File: config.mk
export PLATFORM = sky130hd
export DESIGN_NAME = fp16_div_seq_flat
export DESIGN_NICKNAME = d
export VERILOG_FILES = /design/src/rtl/fp16_div_seq_pkg.sv /design/src/rtl/fp16_div_seq_if.sv /design/src/rtl/fp16_div_seq_exp_sign.sv /design/src/rtl/fp16_div_seq.sv /design/src/flat_wrapper.sv
export SDC_FILE = /design/constraint.sdc
export NUM_CORES = 1
export LEC_CHECK = 0
export ABC_CLOCK_PERIOD_IN_PS = 4900
export BUFFER_PORTS_ARGS = -buffer_cell sky130_fd_sc_hd__buf_4
export CORE_MARGIN = 2
export CORE_UTILIZATION = 25
export CTS_CLUSTER_DIAMETER = 100
export DETAILED_ROUTE_END_ITERATION = 7
export PLACE_DENSITY_LB_ADDON = 0.1
export SKIP_CTS_REPAIR_TIMING = 1
export SYNTH_ARGS = -nofsm -noshare
export SYNTH_HDL_FRONTEND = slang
export SYNTH_SLANG_ARGS = --single-unit
File: constraint.sdc
create_clock -name clk -period 4.9 [get_ports clk]
set_clock_uncertainty 0.1 [all_clocks]
set_input_delay 0.49 -clock clk [delete_from_list [all_inputs] [get_ports clk]]
set_output_delay 0.49 -clock clk [all_outputs]
set_load 0.01 [all_outputs]
File: src/rtl/fp16_div_seq_pkg.sv
// ============================================================================
// fp16_pkg
// Shared definitions for the half-precision divider: format widths, special
// encodings, the controller state encoding and the flag bit positions.
// Optional build macro: FPDIV_RNE_EN (consumed by fp16_div_seq).
// ============================================================================
package fp16_pkg;

    localparam int EXPONENT = 5;
    localparam int MANTISSA = 10;
    localparam int BIAS     = 15;

    localparam logic [15:0] QNAN    = 16'h7E00;
    localparam logic [15:0] POS_INF = 16'h7C00;

    typedef enum logic [2:0] {
        ST_IDLE,
        ST_PREP,
        ST_DIV,
        ST_NORM,
        ST_DONE
    } state_t;

    // flags = {invalid, div_by_zero, overflow, underflow}
    localparam int FLAG_INVALID     = 3;
    localparam int FLAG_DIV_BY_ZERO = 2;
    localparam int FLAG_OVERFLOW    = 1;
    localparam int FLAG_UNDERFLOW   = 0;

    // One-hot flag vector with only the given bit set.
    function automatic logic [3:0] flag_mask(input int idx);
        return 4'b0001 << idx;
    endfunction

endpackage

File: src/rtl/fp16_div_seq_if.sv
// ============================================================================
// fp16_div_seq_if
// Operand/result handshake bundle for the fp16 divider.
//   a, b       : dividend / divisor (master -> slave)
//   in_valid   : operands valid       (master -> slave)
//   in_ready   : divider idle         (slave -> master)
//   result     : quotient             (slave -> master)
//   flags      : {invalid, div_by_zero, overflow, underflow}
//   out_valid  : result/flags valid   (slave -> master)
//   out_ready  : consumer accepts     (master -> slave)
// ============================================================================
interface fp16_div_seq_if;

    logic [15:0] a;
    logic [15:0] b;
    logic        in_valid;
    logic        in_ready;
    logic [15:0] result;
    logic [3:0]  flags;
    logic        out_valid;
    logic        out_ready;

    modport master (
        output a, b, in_valid, out_ready,
        input  in_ready, result, flags, out_valid
    );

    modport slave (
        input  a, b, in_valid, out_ready,
        output in_ready, result, flags, out_valid
    );

endinterface

File: src/rtl/fp16_div_seq_exp_sign.sv
// ============================================================================
// fpdiv_exp_sign
// Combinational exponent/sign stage of the divider.
//   i_ea, i_eb : biased exponents of dividend and divisor
//   i_sa, i_sb : signs of dividend and divisor
//   o_ep       : signed Ea - Eb + BIAS, two bits wider than the exponent so
//                the full -14..44 range is representable
//   o_sp       : quotient sign
// ============================================================================
module fpdiv_exp_sign
    import fp16_pkg::*;
#(
    parameter int EXPONENT = fp16_pkg::EXPONENT,
    parameter int BIAS     = fp16_pkg::BIAS
) (
    input  logic [EXPONENT-1:0]        i_ea,
    input  logic [EXPONENT-1:0]        i_eb,
    input  logic                       i_sa,
    input  logic                       i_sb,
    output logic signed [EXPONENT+1:0] o_ep,
    output logic                       o_sp
);

    localparam logic signed [EXPONENT+1:0] BIAS_W = (EXPONENT+2)'(BIAS);

    assign o_ep = $signed({2'b00, i_ea}) - $signed({2'b00, i_eb}) + BIAS_W;
    assign o_sp = i_sa ^ i_sb;

endmodule

File: src/rtl/fp16_div_seq.sv
// ============================================================================
// fp16_div_seq
// Sequential half-precision divider: one operation in flight, radix-2
// restoring mantissa division (one quotient bit per cycle), then a single
// normalise/round/range-check step.
//   clk  : clock
//   rst  : synchronous, active-high reset (aborts any operation)
//   bus  : fp16_div_seq_if.slave operand/result handshake
// Build option: FPDIV_RNE_EN defined -> round-to-nearest-even,
//               undefined           -> truncation.
// ============================================================================
module fp16_div_seq
    import fp16_pkg::*;
#(
    parameter int EXPONENT = fp16_pkg::EXPONENT,
    parameter int MANTISSA = fp16_pkg::MANTISSA,
    parameter int BIAS     = fp16_pkg::BIAS
) (
    input  logic          clk,
    input  logic          rst,
    fp16_div_seq_if.slave bus
);

    localparam int SW  = MANTISSA + 1;  // significand incl. hidden bit
    localparam int RW  = MANTISSA + 2;  // partial remainder
    localparam int QW  = MANTISSA + 4;  // quotient: 1 integer + 13 fraction bits
    localparam int EPW = EXPONENT + 2;  // signed working exponent

    localparam logic [EXPONENT-1:0]   EMAX      = '1;
    localparam logic [3:0]            CNT_START = 4'(QW - 1);
    localparam logic signed [EPW-1:0] EP_ONE    = EPW'(1);
    localparam logic signed [EPW-1:0] EP_ZERO   = '0;
    localparam logic signed [EPW-1:0] EP_INF    = EPW'((2 ** EXPONENT) - 1);

    // ---------------------------------------------------------------- state
    state_t                  r_state;
    logic                    r_sa, r_sb, r_sp;
    logic [EXPONENT-1:0]     r_ea, r_eb;
    logic [SW-1:0]           r_ma, r_mb;
    logic signed [EPW-1:0]   r_ep;
    logic [RW-1:0]           r_rem;
    logic [QW-1:0]           r_q;
    logic [3:0]              r_cnt;
    logic [15:0]             r_result;
    logic [3:0]              r_flags;
    logic                    r_out_valid;

    // ------------------------------------------------------- operand fields
    logic                    w_in_sa, w_in_sb;
    logic [EXPONENT-1:0]     w_in_ea, w_in_eb;
    logic [MANTISSA-1:0]     w_in_ma, w_in_mb;

    assign w_in_sa = bus.a[EXPONENT+MANTISSA];
    assign w_in_sb = bus.b[EXPONENT+MANTISSA];
    assign w_in_ea = bus.a[MANTISSA +: EXPONENT];
    assign w_in_eb = bus.b[MANTISSA +: EXPONENT];
    assign w_in_ma = bus.a[MANTISSA-1:0];
    assign w_in_mb = bus.b[MANTISSA-1:0];

    // ------------------------------------------------- exponent/sign stage
    logic signed [EPW-1:0]   w_ep;
    logic                    w_sp;

    fpdiv_exp_sign #(
        .EXPONENT (EXPONENT),
        .BIAS     (BIAS)
    ) u_exp_sign (
        .i_ea (r_ea),
        .i_eb (r_eb),
        .i_sa (r_sa),
        .i_sb (r_sb),
        .o_ep (w_ep),
        .o_sp (w_sp)
    );

    // --------------------------------------------------- special operands
    // Subnormals were flushed on capture, so E==0 alone means zero.
    logic w_a_zero, w_b_zero, w_a_inf, w_b_inf, w_a_nan, w_b_nan;

    assign w_a_zero = (r_ea == '0);
    assign w_b_zero = (r_eb == '0);
    assign w_a_inf  = (r_ea == EMAX) && (r_ma[MANTISSA-1:0] == '0);
    assign w_b_inf  = (r_eb == EMAX) && (r_mb[MANTISSA-1:0] == '0);
    assign w_a_nan  = (r_ea == EMAX) && (r_ma[MANTISSA-1:0] != '0);
    assign w_b_nan  = (r_eb == EMAX) && (r_mb[MANTISSA-1:0] != '0);

    logic        w_special;
    logic [15:0] w_spec_result;
    logic [3:0]  w_spec_flags;

    always_comb begin
        // NOTE: every output gets a default before the priority chain so no
        // path leaves a variable unassigned and no latch is inferred.
        w_special     = 1'b1;
        w_spec_result = QNAN;
        w_spec_flags  = '0;
        if (w_a_nan || w_b_nan) begin
            w_spec_result = QNAN;
        end else if ((w_a_zero && w_b_zero) || (w_a_inf && w_b_inf)) begin
            w_spec_flags = flag_mask(FLAG_INVALID);
        end else if (w_a_inf) begin
            w_spec_result = {w_sp, POS_INF[14:0]};
        end else if (w_b_zero) begin
            w_spec_result = {w_sp, POS_INF[14:0]};
            w_spec_flags  = flag_mask(FLAG_DIV_BY_ZERO);
        end else if (w_a_zero || w_b_inf) begin
            w_spec_result = {w_sp, 15'd0};
        end else begin
            w_special = 1'b0;
        end
    end

    // ------------------------------------------------ restoring divide step
    // Trial subtraction one bit wider than the remainder; its MSB is the
    // borrow, so "no borrow" means remainder >= divisor.
    logic [RW:0]   w_trial;
    logic          w_ge;
    logic [RW-1:0] w_rem_sel;

    assign w_trial   = {1'b0, r_rem} - {2'b00, r_mb};
    assign w_ge      = ~w_trial[RW];
    assign w_rem_sel = w_ge ? w_trial[RW-1:0] : r_rem;

    // ---------------------------------------------- normalise and round
    // Quotient lies in (0.5, 2): at most one left shift normalises it.
    logic                  w_shift;
    logic signed [EPW-1:0] w_ep_n;
    logic signed [EPW-1:0] w_ep_r;
    logic [MANTISSA-1:0]   w_mant_r;

    assign w_shift = ~r_q[QW-1];
    assign w_ep_n  = w_shift ? (r_ep - EP_ONE) : r_ep;

`ifdef FPDIV_RNE_EN
    logic [QW-2:0]       w_qn;
    logic [MANTISSA-1:0] w_mant;
    logic                w_guard, w_sticky, w_inc;
    logic [MANTISSA:0]   w_mant_sum;

    assign w_qn       = w_shift ? {r_q[QW-3:0], 1'b0} : r_q[QW-2:0];
    assign w_mant     = w_qn[QW-2:3];
    assign w_guard    = w_qn[2];
    assign w_sticky   = (|w_qn[1:0]) | (|r_rem);
    assign w_inc      = w_guard & (w_sticky | w_mant[0]);
    assign w_mant_sum = {1'b0, w_mant} + {{MANTISSA{1'b0}}, w_inc};
    // A carry out of the mantissa leaves the low bits zero (1.0 x 2^1).
    assign w_mant_r   = w_mant_sum[MANTISSA-1:0];
    assign w_ep_r     = w_mant_sum[MANTISSA] ? (w_ep_n + EP_ONE) : w_ep_n;
`else
    assign w_mant_r   = w_shift ? r_q[QW-3:2] : r_q[QW-2:3];
    assign w_ep_r     = w_ep_n;
`endif

    // ------------------------------------------------------------ control
    assign bus.in_ready  = (r_state == ST_IDLE);
    assign bus.result    = r_result;
    assign bus.flags     = r_flags;
    assign bus.out_valid = r_out_valid;

    // NOTE: state is updated only with non-blocking assignments so every
    // register samples the values from before the clock edge.
    always_ff @(posedge clk) begin
        if (rst) begin
            // NOTE: datapath registers are cleared too; nothing here is a
            // RAM, so a full reset costs nothing and keeps sim X-free.
            r_state     <= ST_IDLE;
            r_sa        <= 1'b0;
            r_sb        <= 1'b0;
            r_sp        <= 1'b0;
            r_ea        <= '0;
            r_eb        <= '0;
            r_ma        <= '0;
            r_mb        <= '0;
            r_ep        <= '0;
            r_rem       <= '0;
            r_q         <= '0;
            r_cnt       <= '0;
            r_result    <= '0;
            r_flags     <= '0;
            r_out_valid <= 1'b0;
        end else begin
            case (r_state)
                ST_IDLE: begin
                    if (bus.in_valid) begin
                        r_sa    <= w_in_sa;
                        r_sb    <= w_in_sb;
                        // E==0 (zero or subnormal) is flushed to zero.
                        r_ea    <= w_in_ea;
                        r_eb    <= w_in_eb;
                        r_ma    <= (w_in_ea != '0) ? {1'b1, w_in_ma} : '0;
                        r_mb    <= (w_in_eb != '0) ? {1'b1, w_in_mb} : '0;
                        r_state <= ST_PREP;
                    end
                end

                ST_PREP: begin
                    r_sp  <= w_sp;
                    r_ep  <= w_ep;
                    r_rem <= {1'b0, r_ma};
                    r_q   <= '0;
                    r_cnt <= CNT_START;
                    if (w_special) begin
                        r_result <= w_spec_result;
                        r_flags  <= w_spec_flags;
                        r_state  <= ST_DONE;
                    end else begin
                        r_state  <= ST_DIV;
                    end
                end

                ST_DIV: begin
                    r_q   <= {r_q[QW-2:0], w_ge};
                    r_rem <= {w_rem_sel[RW-2:0], 1'b0};
                    r_cnt <= r_cnt - 4'd1;
                    if (r_cnt == 4'd0) begin
                        r_state <= ST_NORM;
                    end
                end

                ST_NORM: begin
                    if (w_ep_r >= EP_INF) begin
                        r_result <= {r_sp, POS_INF[14:0]};
                        r_flags  <= flag_mask(FLAG_OVERFLOW);
                    end else if (w_ep_r <= EP_ZERO) begin
                        r_result <= {r_sp, 15'd0};
                        r_flags  <= flag_mask(FLAG_UNDERFLOW);
                    end else begin
                        r_result <= {r_sp, w_ep_r[EXPONENT-1:0], w_mant_r};
                        r_flags  <= '0;
                    end
                    r_state <= ST_DONE;
                end

                ST_DONE: begin
                    // First DONE cycle raises out_valid; result is already
                    // loaded and stays frozen until the consumer takes it.
                    if (!r_out_valid) begin
                        r_out_valid <= 1'b1;
                    end else if (bus.out_ready) begin
                        r_out_valid <= 1'b0;
                        r_state     <= ST_IDLE;
                    end
                end

                default: r_state <= ST_IDLE;
            endcase
        end
    end

endmodule

File: src/flat_wrapper.sv
// flat-port wrapper written by rule: the top's interface ports become plain ports
module fp16_div_seq_flat import fp16_pkg::*;
#(
    parameter int EXPONENT = fp16_pkg::EXPONENT,
    parameter int MANTISSA = fp16_pkg::MANTISSA,
    parameter int BIAS     = fp16_pkg::BIAS
)
  (clk, rst, bus_a, bus_b, bus_in_valid, bus_out_ready, bus_in_ready, bus_result, bus_flags, bus_out_valid);
  fp16_div_seq_if bus_i ();
  input  logic clk;
  input  logic rst;
  input wire logic [$bits(bus_i.a)-1:0] bus_a;
  input wire logic [$bits(bus_i.b)-1:0] bus_b;
  input wire logic [$bits(bus_i.in_valid)-1:0] bus_in_valid;
  input wire logic [$bits(bus_i.out_ready)-1:0] bus_out_ready;
  output wire logic [$bits(bus_i.in_ready)-1:0] bus_in_ready;
  output wire logic [$bits(bus_i.result)-1:0] bus_result;
  output wire logic [$bits(bus_i.flags)-1:0] bus_flags;
  output wire logic [$bits(bus_i.out_valid)-1:0] bus_out_valid;
  assign bus_i.a = bus_a;
  assign bus_i.b = bus_b;
  assign bus_i.in_valid = bus_in_valid;
  assign bus_i.out_ready = bus_out_ready;
  assign bus_in_ready = bus_i.in_ready;
  assign bus_result = bus_i.result;
  assign bus_flags = bus_i.flags;
  assign bus_out_valid = bus_i.out_valid;
  fp16_div_seq #(.EXPONENT(EXPONENT), .MANTISSA(MANTISSA), .BIAS(BIAS)) u_core (.clk(clk), .rst(rst), .bus(bus_i));
endmodule
==> out/qor.yml, run 1 <==
status:
  status: "complete, no violations"
pwr:
  peakVddDrop_v: 0.000164
  p_total_mw: 2.40
  leakage_nw: 2.23
  power_per_cell_area_nw_per_um2: 402
setup_path:
  critPathKind: "reg -> reg"
  rrSetupSlack_ns: 2.09
  critPathMaxFanout: 13
  cp.required_ns: 5.05
  rr_startpoint: "u_core.r_rem[0]"
  rr_endpoint: "u_core.r_rem[7]"
  start_kind: "register"
  endpoint_kind: "register"
  ff2ff_path_depth: 9
  crit_arrival_ns: 2.96
placed_design:
  placed_area_sq_um: 5640
  portBuffers: 57
  gp_congestion: 0.805
  dp.final_hpwl_mm: 10.0
  dp.cells: 874
clock_tree:
  cts_htree_levels: 3
  numCtsBuffers: 9
  cts_sinks: 96
  insertion_delay_ns: 0.35
  clk_path_buf_depth: 2
  cts.clk_slew.worst_paths_ns: 0.07
  ctsRootBufferMaster: "clkbuf_16"
  cts_tree: "built"
floorplanning:
  num_io_pins: 58
  core_sq_um: 19500
  row_count: 51
  start_util_pct: 25.6
  die_y_um: 145
  die-area_sq_um: 21100
  chipWidth_um: 145
worst_hold_path:
  min_path_cells: 3
  hp-class: "in -> reg"
  min_from: "bus_b[8]"
  hold_end: "u_core.r_mb[8]"
logic_synthesis:
  synth.area.top_cells: "dfxtp_1, a22oi_1, nor2_1, ha_1, a21oi_1"
  syn_area_per_cell_sq_um: 8.58
  yosysMostFrequentCell: "dfxtp_1"
  ys_seq_elements: 96
  synth_top_area_share_pct: 38.5
  ys_types: 67
  synth_flop_cell: "dfxtp_1"
  synth_warnings: 0
  synth_seq_area_share_pct: 38.5
  synth_edf_count: 0
  synth_cells: 582
  synth_area_leader_cell: "dfxtp_1"
  postSynthNetCount: 639
  synth_commonest_cells: "dfxtp_1, nor2_1, nand2_1"
  netlist_area_sq_um: 4990
  async_reset_ff_share_pct: 0
cells_and_area:
  stdcell_count: 890
  antenna_cells: 0
  drive_gt1_share_pct: 17.6
  multi_input_area_sq_um: 2820
  num-fill-cells: 2110
  seq_area_sq_um: 1920
  fin_util_pct: 30.5
  final_area_sq_um: 5960
  area_delta_synth_final_pct: 19.2
  nets: 677
global_route:
  gr-usage-all-layers_pct: 13.4
  antenna_found_initial: 0
  grt_overflow: 0
  grt_max_degree: 86
  grt_pass1_wl_mm: 22.7
  grt_pass1_vias: 4293
timing:
  setup_violations: 0
  rsz0062_at_grt: "false"
  fin_setup_tns_ns: 0
  fin_crit_sh_pct: 57.4
  fmax_ghz: 0.356
  fin_crit_ns: 2.81
  drv_slew: 0
  relSlewSlack_pct: 32.2
  hold_viol: 0
  tightestPinTransition_ns: 1.02
routing:
  first_pass_iters: 4
  wl_per_cell_um: 15.5
  drt-total-wl_mm: 13.8
  drc_errors: 0
  drt-initial-drc-count: 178
  route.antenna.remaining_nets: 0
  via_per_inst: 4.80
  vias: 4275
job:
  maxCapViolations: 0
-- worst max-delay path by stage --
stage | startpoint | to | slack, ns | depth (start not counted)
final | u_core.r_rem[0] | u_core.r_rem[7] | 2.09 | 9
after global routing | u_core.r_rem[0] | u_core.r_rem[7] | 1.84 | 9
after CTS | u_core.r_rem[0] | u_core.r_rem[7] | 2.08 | 9
after detailed placement | u_core.r_rem[0] | u_core.r_rem[7] | 2.07 | 9
after global placement | u_core.r_rem[0] | u_core.r_rem[7] | 2.22 | 9
after floorplan | u_core.r_rem[0] | u_core.r_rem[4] | 2.51 | 10
-- through the flow --
stage / setup slack, ns / hold slack, ns
after global placement: 2.22 / 0.346
after floorplan: 2.51 / 0.344
after detailed placement: 2.07 / 0.348
final: 2.09 / 0.273
after CTS: 2.08 / 0.260
after global routing: 1.84 / 0.268
-- flip-flops by register name, indices dropped and copies added (netlist names), 3 cells and up --
name / flops
u_core.r_ea: 5
u_core.r_ma: 11
u_core.bus.result: 16
u_core.r_mb: 11
u_core.r_state: 3
u_core.r_rem: 12
u_core.r_eb: 5
u_core.r_ep: 7
u_core.r_q: 14
u_core.r_cnt: 4
u_core.bus.flags: 4
-- worst max-delay path, stage by stage (launching register included) --
cell and delay (ns):
dfxtp_1 0.34, inv_1 0.06, ha_1 0.22, fa_1 0.41, nor2b_1 0.18, o31a_1 0.19, o32a_1 0.29, a21o_1 0.50
nand3_1 0.16, a221oi_1 0.27
-- cells in the final DEF, fill, tap and decap left out, types with 9 or more instances in the layout --
cell type	count
a211oi_1	14
a21oi_1	36
a22oi_1	45
a32oi_1	9
buf_4	63
clkbuf_16	9
dfxtp_1	96
ha_1	19
inv_1	25
mux2_2	12
nand2_1	46
nor2_1	79
nor3_1	10
o21a_1	10
o21ai_0	12
xnor2_1	10
-- kinds of logic (layout without fill, tap and decap cells) --
family | after synthesis | in the layout | share of synthesized area, %
flip-flops | 96 | 96 | 38.5
XOR/XNOR | 17 | 17 | 3.13
buffers and inverters | 61 | 104 | 5.14
AO/OA/AOI/OAI | 163 | 163 | 23.2
multiplexers | 18 | 18 | 3.91
AND/OR/NAND/NOR | 206 | 206 | 20.5
adder cells (fa/ha/maj) | 21 | 21 | 5.56
-- layer usage --
| metal | wire, um | GRT usage, % |
|---|---|---|
| met1 | 6630 | 16.9 |
| met2 | 6500 | 22.5 |
| met3 | 401 | 2.57 |
| met4 | 291 | 5.34 |
| met5 | 0 | 0 |
-- layout make-up --
type                            count  share of cell area, %
Clock buffer                       10                   3.84
Clock inverter                      6                   1.51
Inverter                           25                   1.58
Multi-Input combinational cell    425                   47.3
Sequential cell                    96                   32.3
Tap cell                          265                   5.57
Timing Repair Buffer               63                   7.94
-- power breakdown --
group          internal (mW)  switching, mW  total, mW
clock network          0.451          0.324      0.775
logic                  0.296          0.412      0.709
registers              0.842         0.0711      0.914
total                   1.59          0.808       2.40
Note: power is estimated with default switching activity, not from simulation.
==> run 2: changes to the inputs <==
--- a/config.mk
+++ b/config.mk
@@ -5,7 +5,8 @@
 export SDC_FILE = /design/constraint.sdc
 export NUM_CORES = 1
 export LEC_CHECK = 0
-export ABC_CLOCK_PERIOD_IN_PS = 4900
+export ABC_AREA = 1
+export ABC_CLOCK_PERIOD_IN_PS = 2400
 export BUFFER_PORTS_ARGS = -buffer_cell sky130_fd_sc_hd__buf_4
 export CORE_MARGIN = 2
 export CORE_UTILIZATION = 25
==> constraint.sdc (replaced) <==
create_clock -name clk -period 2.4 [get_ports clk]
set_clock_uncertainty 0.1 [all_clocks]
set_input_delay 0.24 -clock clk [delete_from_list [all_inputs] [get_ports clk]]
set_output_delay 0.24 -clock clk [all_outputs]
set_load 0.01 [all_outputs]
==> out/qor.yml, run 2 <==
setup_path:
  cp.required_ns: 2.53  # -2.52 ns
  start_kind: "register"
  critPathKind: "reg -> reg"
  ff2ff_path_depth: 12  # +3
  cp_slowest_cell: "fa_2"
  cpPeakStageDelay_ns: 0.36  # -0.14 ns
  rr_endpoint: "u_core.r_rem[8]"
  crit_arrival_ns: 2.31  # -0.65 ns
  rrSetupSlack_ns: 0.22  # -1.87 ns
  endpoint_kind: "register"
  critPathMaxFanout: 11  # -2
  rr_startpoint: "u_core.r_rem[0]"
  path_cells: "inv_1 > ha_1 > fa_2 > inv_1 > nand3_1 > nand2_2 > nand4_1 > nand3_4 > buf_12 > nand3_1 > a21oi_1 > nor2_1"
cells_and_area:
  nets: 890  # +31%
  area_delta_synth_final_pct: 20.6
  layout_common_cells: "nand2_1, dfxtp_1, a21oi_1"
  num-fill-cells: 2338  # +11%
  drive_gt1_share_pct: 18.1  # +0.54 points
  stdcell_count: 1113  # +25%
  final_common_cell: "nand2_1"
  antenna_cells: 0  # unchanged
  largest_reg_flops: 16  # unchanged
logic_synthesis:
  synth_warnings: 0  # unchanged
  synth_commonest_cells: "nand2_1, dfxtp_1, a21oi_1"
  ys_types: 44  # -34%
  synth_edf_count: 0  # unchanged
  synth_cells: 776  # +33%
  yosysMostFrequentCell: "nand2_1"
  synth_flop_cell: "dfxtp_1"
  ys_seq_elements: 96  # unchanged
  synth.area.top_cells: "dfxtp_1, nand2_1, a21oi_1, inv_1, nor2_1"
  synth_top_area_share_pct: 35.8  # -2.7 points
  synth_seq_area_share_pct: 35.8  # -2.7 points
  syn_area_per_cell_sq_um: 6.92  # -19%
  postSynthNetCount: 833  # +30%
  async_reset_ff_share_pct: 0  # unchanged
  synth_area_leader_cell: "dfxtp_1"
  netlist_area_sq_um: 5370  # +7.5%
floorplanning:
  start_util_pct: 25.5  # -0.034 points
  row_count: 53  # +3.9%
  die_y_um: 151  # +3.6%
  num_io_pins: 58  # unchanged
  chipWidth_um: 151  # +3.6%
  die-area_sq_um: 22700  # +7.3%
  core_sq_um: 21000  # +7.7%
worst_hold_path:
  min_from: "bus_a[9]"
  hp-class: "in -> reg"
  hold_end: "u_core.r_ma[9]"
  min_path_cells: 3  # unchanged
routing:
  first_pass_iters: 4  # unchanged
  drt-initial-drc-count: 154  # -13%
  drt-total-wl_mm: 14.9  # +7.7%
  wl_per_cell_um: 13.4  # -14%
  route.antenna.remaining_nets: 0  # unchanged
  drc_errors: 0  # unchanged
  vias: 4930  # +15%
  via_per_inst: 4.43  # -7.8%
pwr:
  power_per_cell_area_nw_per_um2: 1370  # +240%
  peakVddDrop_v: 0.000468  # +180%
  leakage_nw: 2.77  # +24%
timing:
  fin_setup_tns_ns: 0  # unchanged
  tightestPinTransition_ns: 0.791  # -0.226 ns
  drv_slew: 0  # unchanged
  fin_crit_sh_pct: 91.0  # +34 points
  hold_viol: 0  # unchanged
  relSlewSlack_pct: 47.2  # +15 points
  fin_crit_ns: 2.18  # -0.627 ns
  fmax_ghz: 0.458  # +29%
  setup_violations: 0  # unchanged
  rsz0062_at_grt: "false"
clock_tree:
  cts.clk_slew.worst_paths_ns: 0.07  # about the same
  cts_tree: "built"
  cts_htree_levels: 3  # unchanged
  cts_sinks: 96  # unchanged
  clk_path_buf_depth: 2  # unchanged
  ctsRootBufferMaster: "clkbuf_16"
  insertion_delay_ns: 0.36  # about the same
  numCtsBuffers: 9  # unchanged
global_route:
  grt_max_degree: 46  # -47%
  antenna_found_initial: 0  # unchanged
  grt_pass1_wl_mm: 24.8  # +9.4%
  grt_pass1_vias: 4878  # +14%
  gr-usage-all-layers_pct: 14.1  # +0.68 points
  grt_overflow: 0  # unchanged
placed_design:
  portBuffers: 57  # unchanged
  gp_congestion: 0.819  # +1.8%
  dp.cells: 1095  # +25%
  dp.final_hpwl_mm: 11.1  # +11%
status:
  status: "complete, no violations"
job:
  maxCapViolations: 0  # unchanged
==> run 2: changes by cell type in the layout (fill, tap and decap cells not counted), moves of 13 or more <==
cell,change
nand3_1,+24
o21ai_0,+14
a21oi_1,+55
a22oi_1,-45
a211oi_1,-13
nand2_1,+176
inv_1,+48
==> run 2: logic make-up after synthesis <==
logic type | share of synthesized area [%]
compound gates | 16.4
xor+xnor | 1.47
fa+ha+maj | 5.17
buf+inv | 9.51
flops | 35.8
simple gates | 31.7
==> run 2: cell type report <==
| cell class | count | area [sq um] | area share, % |
|---|---|---|---|
| clock buffers | 9 | 225 | 3.48 |
| well taps | 275 | 344 | 5.31 |
| repair buffers | 76 | 613 | 9.47 |
| clock inverters | 7 | 77.6 | 1.20 |
| multi-input cells | 562 | 2950 | 45.6 |
| inverters | 88 | 338 | 5.22 |
| flip-flops and latches | 96 | 1920 | 29.7 |
==> run 2: per-stage QoR <==
stage          hold slack, ns  utilization (%)  setup WS, ns  area [sq um]  total power, mW
3_3_place_gp            0.357             29.1         0.190          6120             7.25
4_1_cts                0.0308             30.6         0.145          6420             8.75
5_1_grt                0.0429             30.8        0.0257          6470             9.80
6_report               0.0404             30.8         0.216          6470             8.85
3_5_place_dp            0.354             29.1         0.170          6120             7.20
2_1_floorplan           0.283                -         0.298          5370             5.87
==> run 2: critical path, delay by kind of cell, from the launching register on <==
family                   cells  cell delay (ns)
AND/OR/NAND/NOR              6             0.62
adder cells (fa/ha/maj)      2             0.59
flip-flops                   1             0.34
buffers and inverters        3             0.27
AO/OA/AOI/OAI                1             0.15
==> run 2: worst max path at each step <==
stage | from | endpoint | depth (start not counted)
finish | u_core.r_rem[0] | u_core.r_rem[8] | 12
global route | u_core.r_rem[0] | u_core.r_rem[8] | 12
CTS | u_core.r_rem[0] | u_core.r_rem[10] | 12
detailed placement | u_core.r_rem[0] | u_core.r_rem[10] | 12
global placement | u_core.r_rem[0] | u_core.r_rem[10] | 12
floorplan | u_core.r_rem[0] | u_core.r_rem[8] | 12
==> run 2: power breakdown <==
group / internal (mW) / switching (mW) / total, mW
clock: 0.820 / 0.695 / 1.52
sequential: 1.97 / 0.273 / 2.24
combinational: 1.94 / 3.15 / 5.10
total: 4.73 / 4.12 / 8.85
==> run 2: routing by layer <==
metal | global-route usage, % | wire length (um)
met1 | 17.4 | 6920
met2 | 24.3 | 7210
met3 | 2.33 | 473
met4 | 5.57 | 283
met5 | 0 | 0
==> run 3: changes to the inputs <==
--- a/config.mk
+++ b/config.mk
@@ -13,7 +13,7 @@
 export CTS_CLUSTER_DIAMETER = 100
 export DETAILED_ROUTE_END_ITERATION = 7
 export PLACE_DENSITY_LB_ADDON = 0.1
-export SKIP_CTS_REPAIR_TIMING = 1
+export REMOVE_ABC_BUFFERS = 1
 export SYNTH_ARGS = -nofsm -noshare
 export SYNTH_HDL_FRONTEND = slang
 export SYNTH_SLANG_ARGS = --single-unit
==> out/qor.yml, run 3 (synthesis results as in run 2) <==
status:
  status: "complete, no violations"
floorplanning:
  chipWidth_um: 151  # unchanged
  die_y_um: 151  # unchanged
  row_count: 53  # unchanged
  die-area_sq_um: 22700  # unchanged
  start_util_pct: 25.5  # unchanged
  num_io_pins: 58  # unchanged
  core_sq_um: 21000  # unchanged
clock_tree:
  cts_sinks: 96  # unchanged
  cts_htree_levels: 3  # unchanged
  numCtsBuffers: 9  # unchanged
  clk_path_buf_depth: 2  # unchanged
  post_cts_buffers: 0
  insertion_delay_ns: 0.36  # about the same
  cts_resized: 0
  cts_tree: "built"
  ctsHoldBuffers: 0
  ctsRootBufferMaster: "clkbuf_16"
  cts.clk_slew.worst_paths_ns: 0.07  # about the same
routing:
  route.antenna.remaining_nets: 0  # unchanged
  via_per_inst: 4.35  # -1.7%
  drc_errors: 0  # unchanged
  drt-initial-drc-count: 311  # +100%
  vias: 4828  # -2.1%
  drt-total-wl_mm: 14.4  # -3.0%
  wl_per_cell_um: 13.0  # -2.7%
  first_pass_iters: 6  # +2
cells_and_area:
  num-fill-cells: 2391  # +2.3%
  nets: 886  # -0.45%
  area_delta_synth_final_pct: 19.2
  layout_common_cells: "nand2_1, dfxtp_1, a21oi_1"
  fin_util_pct: 30.5  # -0.35 points
  multi_input_area_sq_um: 2940  # -0.47%
  seq_area_sq_um: 1920  # about the same
  final_common_cell: "nand2_1"
  antenna_cells: 0  # unchanged
  drive_gt1_share_pct: 17.4  # -0.75 points
  largest_reg_flops: 16  # unchanged
timing:
  fin_crit_ns: 2.19  # +0.00875 ns
  fin_crit_sh_pct: 91.4  # +0.36 points
  holdWs_ns: 0.0281  # -0.0122 ns
  rsz0062_at_grt: "false"
  fmax_ghz: 0.456  # -0.40%
  hold_viol: 0  # unchanged
  worst_slack_ns: 0.207  # -0.00875 ns
  relSlewSlack_pct: 53.7  # +6.5 points
  setup_violations: 0  # unchanged
  fin_setup_tns_ns: 0  # unchanged
  tightestPinTransition_ns: 0.694  # -0.0970 ns
  drv_slew: 0  # unchanged
placed_design:
  gp_congestion: 0.785  # -4.1%
  dp.final_hpwl_mm: 10.9  # -1.8%
  place_ws_ns: 0.191  # +0.0201 ns
  portBuffers: 57  # unchanged
setup_path:
  critPathKind: "reg -> reg"
  start_kind: "register"
  critPathLaunch: "u_core.r_rem[0]"
  rr_startpoint: "u_core.r_rem[0]"
  cp.required_ns: 2.55  # +0.02 ns
  endpoint_kind: "register"
  crit_arrival_ns: 2.34  # +0.03 ns
  critPathMaxFanout: 17  # +6
pwr:
  p_comb_share_pct: 56.1  # -1.5 points
  p_clk_share_pct: 17.8  # +0.7 points
  p_switching_mw: 4.02  # -2.6%
  sw_frac_of_total_pct: 46.8  # +0.16 points
  leakage_nw: 2.74  # -1.1%
  power_per_cell_area_nw_per_um2: 1340  # -1.8%
  peakVddDrop_v: 0.000402  # -14%
  p_int_mw: 4.58  # -3.2%
  p_total_mw: 8.59  # -2.9%
  pwr-share-seq_pct: 26.1  # +0.8 points
global_route:
  grt_max_degree: 31  # -33%
  gr-usage-all-layers_pct: 13.5  # -0.55 points
  grt_pass1_wl_mm: 24.0  # -3.4%
  grt_overflow: 0  # unchanged
  antenna_found_initial: 0  # unchanged
  grt_pass1_vias: 4650  # -4.7%
job:
  maxCapViolations: 0  # unchanged
worst_hold_path:
  min_from: "bus_a[5]"
  hp-class: "in -> reg"
[run 3: final timing paths]
path,endpoint,cells after the start,slack [ns]
max,u_core.r_rem[10],12,0.21
max reg2reg,u_core.r_rem[10],12,0.21
min,u_core.r_ma[5],3,0.03
min reg2reg,u_core.bus.flags[1],2,0.37
[run 3: layout make-up]
cell class	count	area share, %
repair buffers	72	8.64
well taps	275	5.38
flip-flops and latches	96	30.0
clock buffers	10	3.73
multi-input cells	562	45.9
clock inverters	6	1.02
inverters	88	5.28
[run 3: power by group through the flow]
stage	sequential (mW)	combinational, mW	clock, mW
final	2.24	4.82	1.53
after floorplan	2.26	3.36	0
after global routing	2.30	5.54	1.65
after CTS	2.25	4.89	1.59
after global placement	2.29	4.93	0
after detailed placement	2.29	4.88	0
[run 3: metal layers]
layer  global-route usage [%]  wire [um]
met5                        0          0
met4                     3.82        182
met3                     2.82        480
met2                     21.3       6310
met1                     18.6       7470
[run 3: per-stage QoR]
| stage | instance area (sq um) | instances |
|---|---|---|
| after global placement | 6090 | 1093 |
| after floorplan | 5200 | 746 |
| after CTS | 6400 | 1109 |
| after detailed placement | 6090 | 1093 |
| final | 6400 | 1109 |
| after global routing | 6400 | 1109 |
[run 3: critical path, stage by stage, from the launching register on]
cell     delay, ns
dfxtp_1       0.35
inv_1         0.05
ha_1          0.23
fa_1          0.40
inv_1         0.09
nand3_1       0.08
nand2_2       0.11
nand4_1       0.09
nand3_2       0.11
buf_12        0.15
nand3_1       0.10
a21oi_1       0.15
nor2_1        0.05
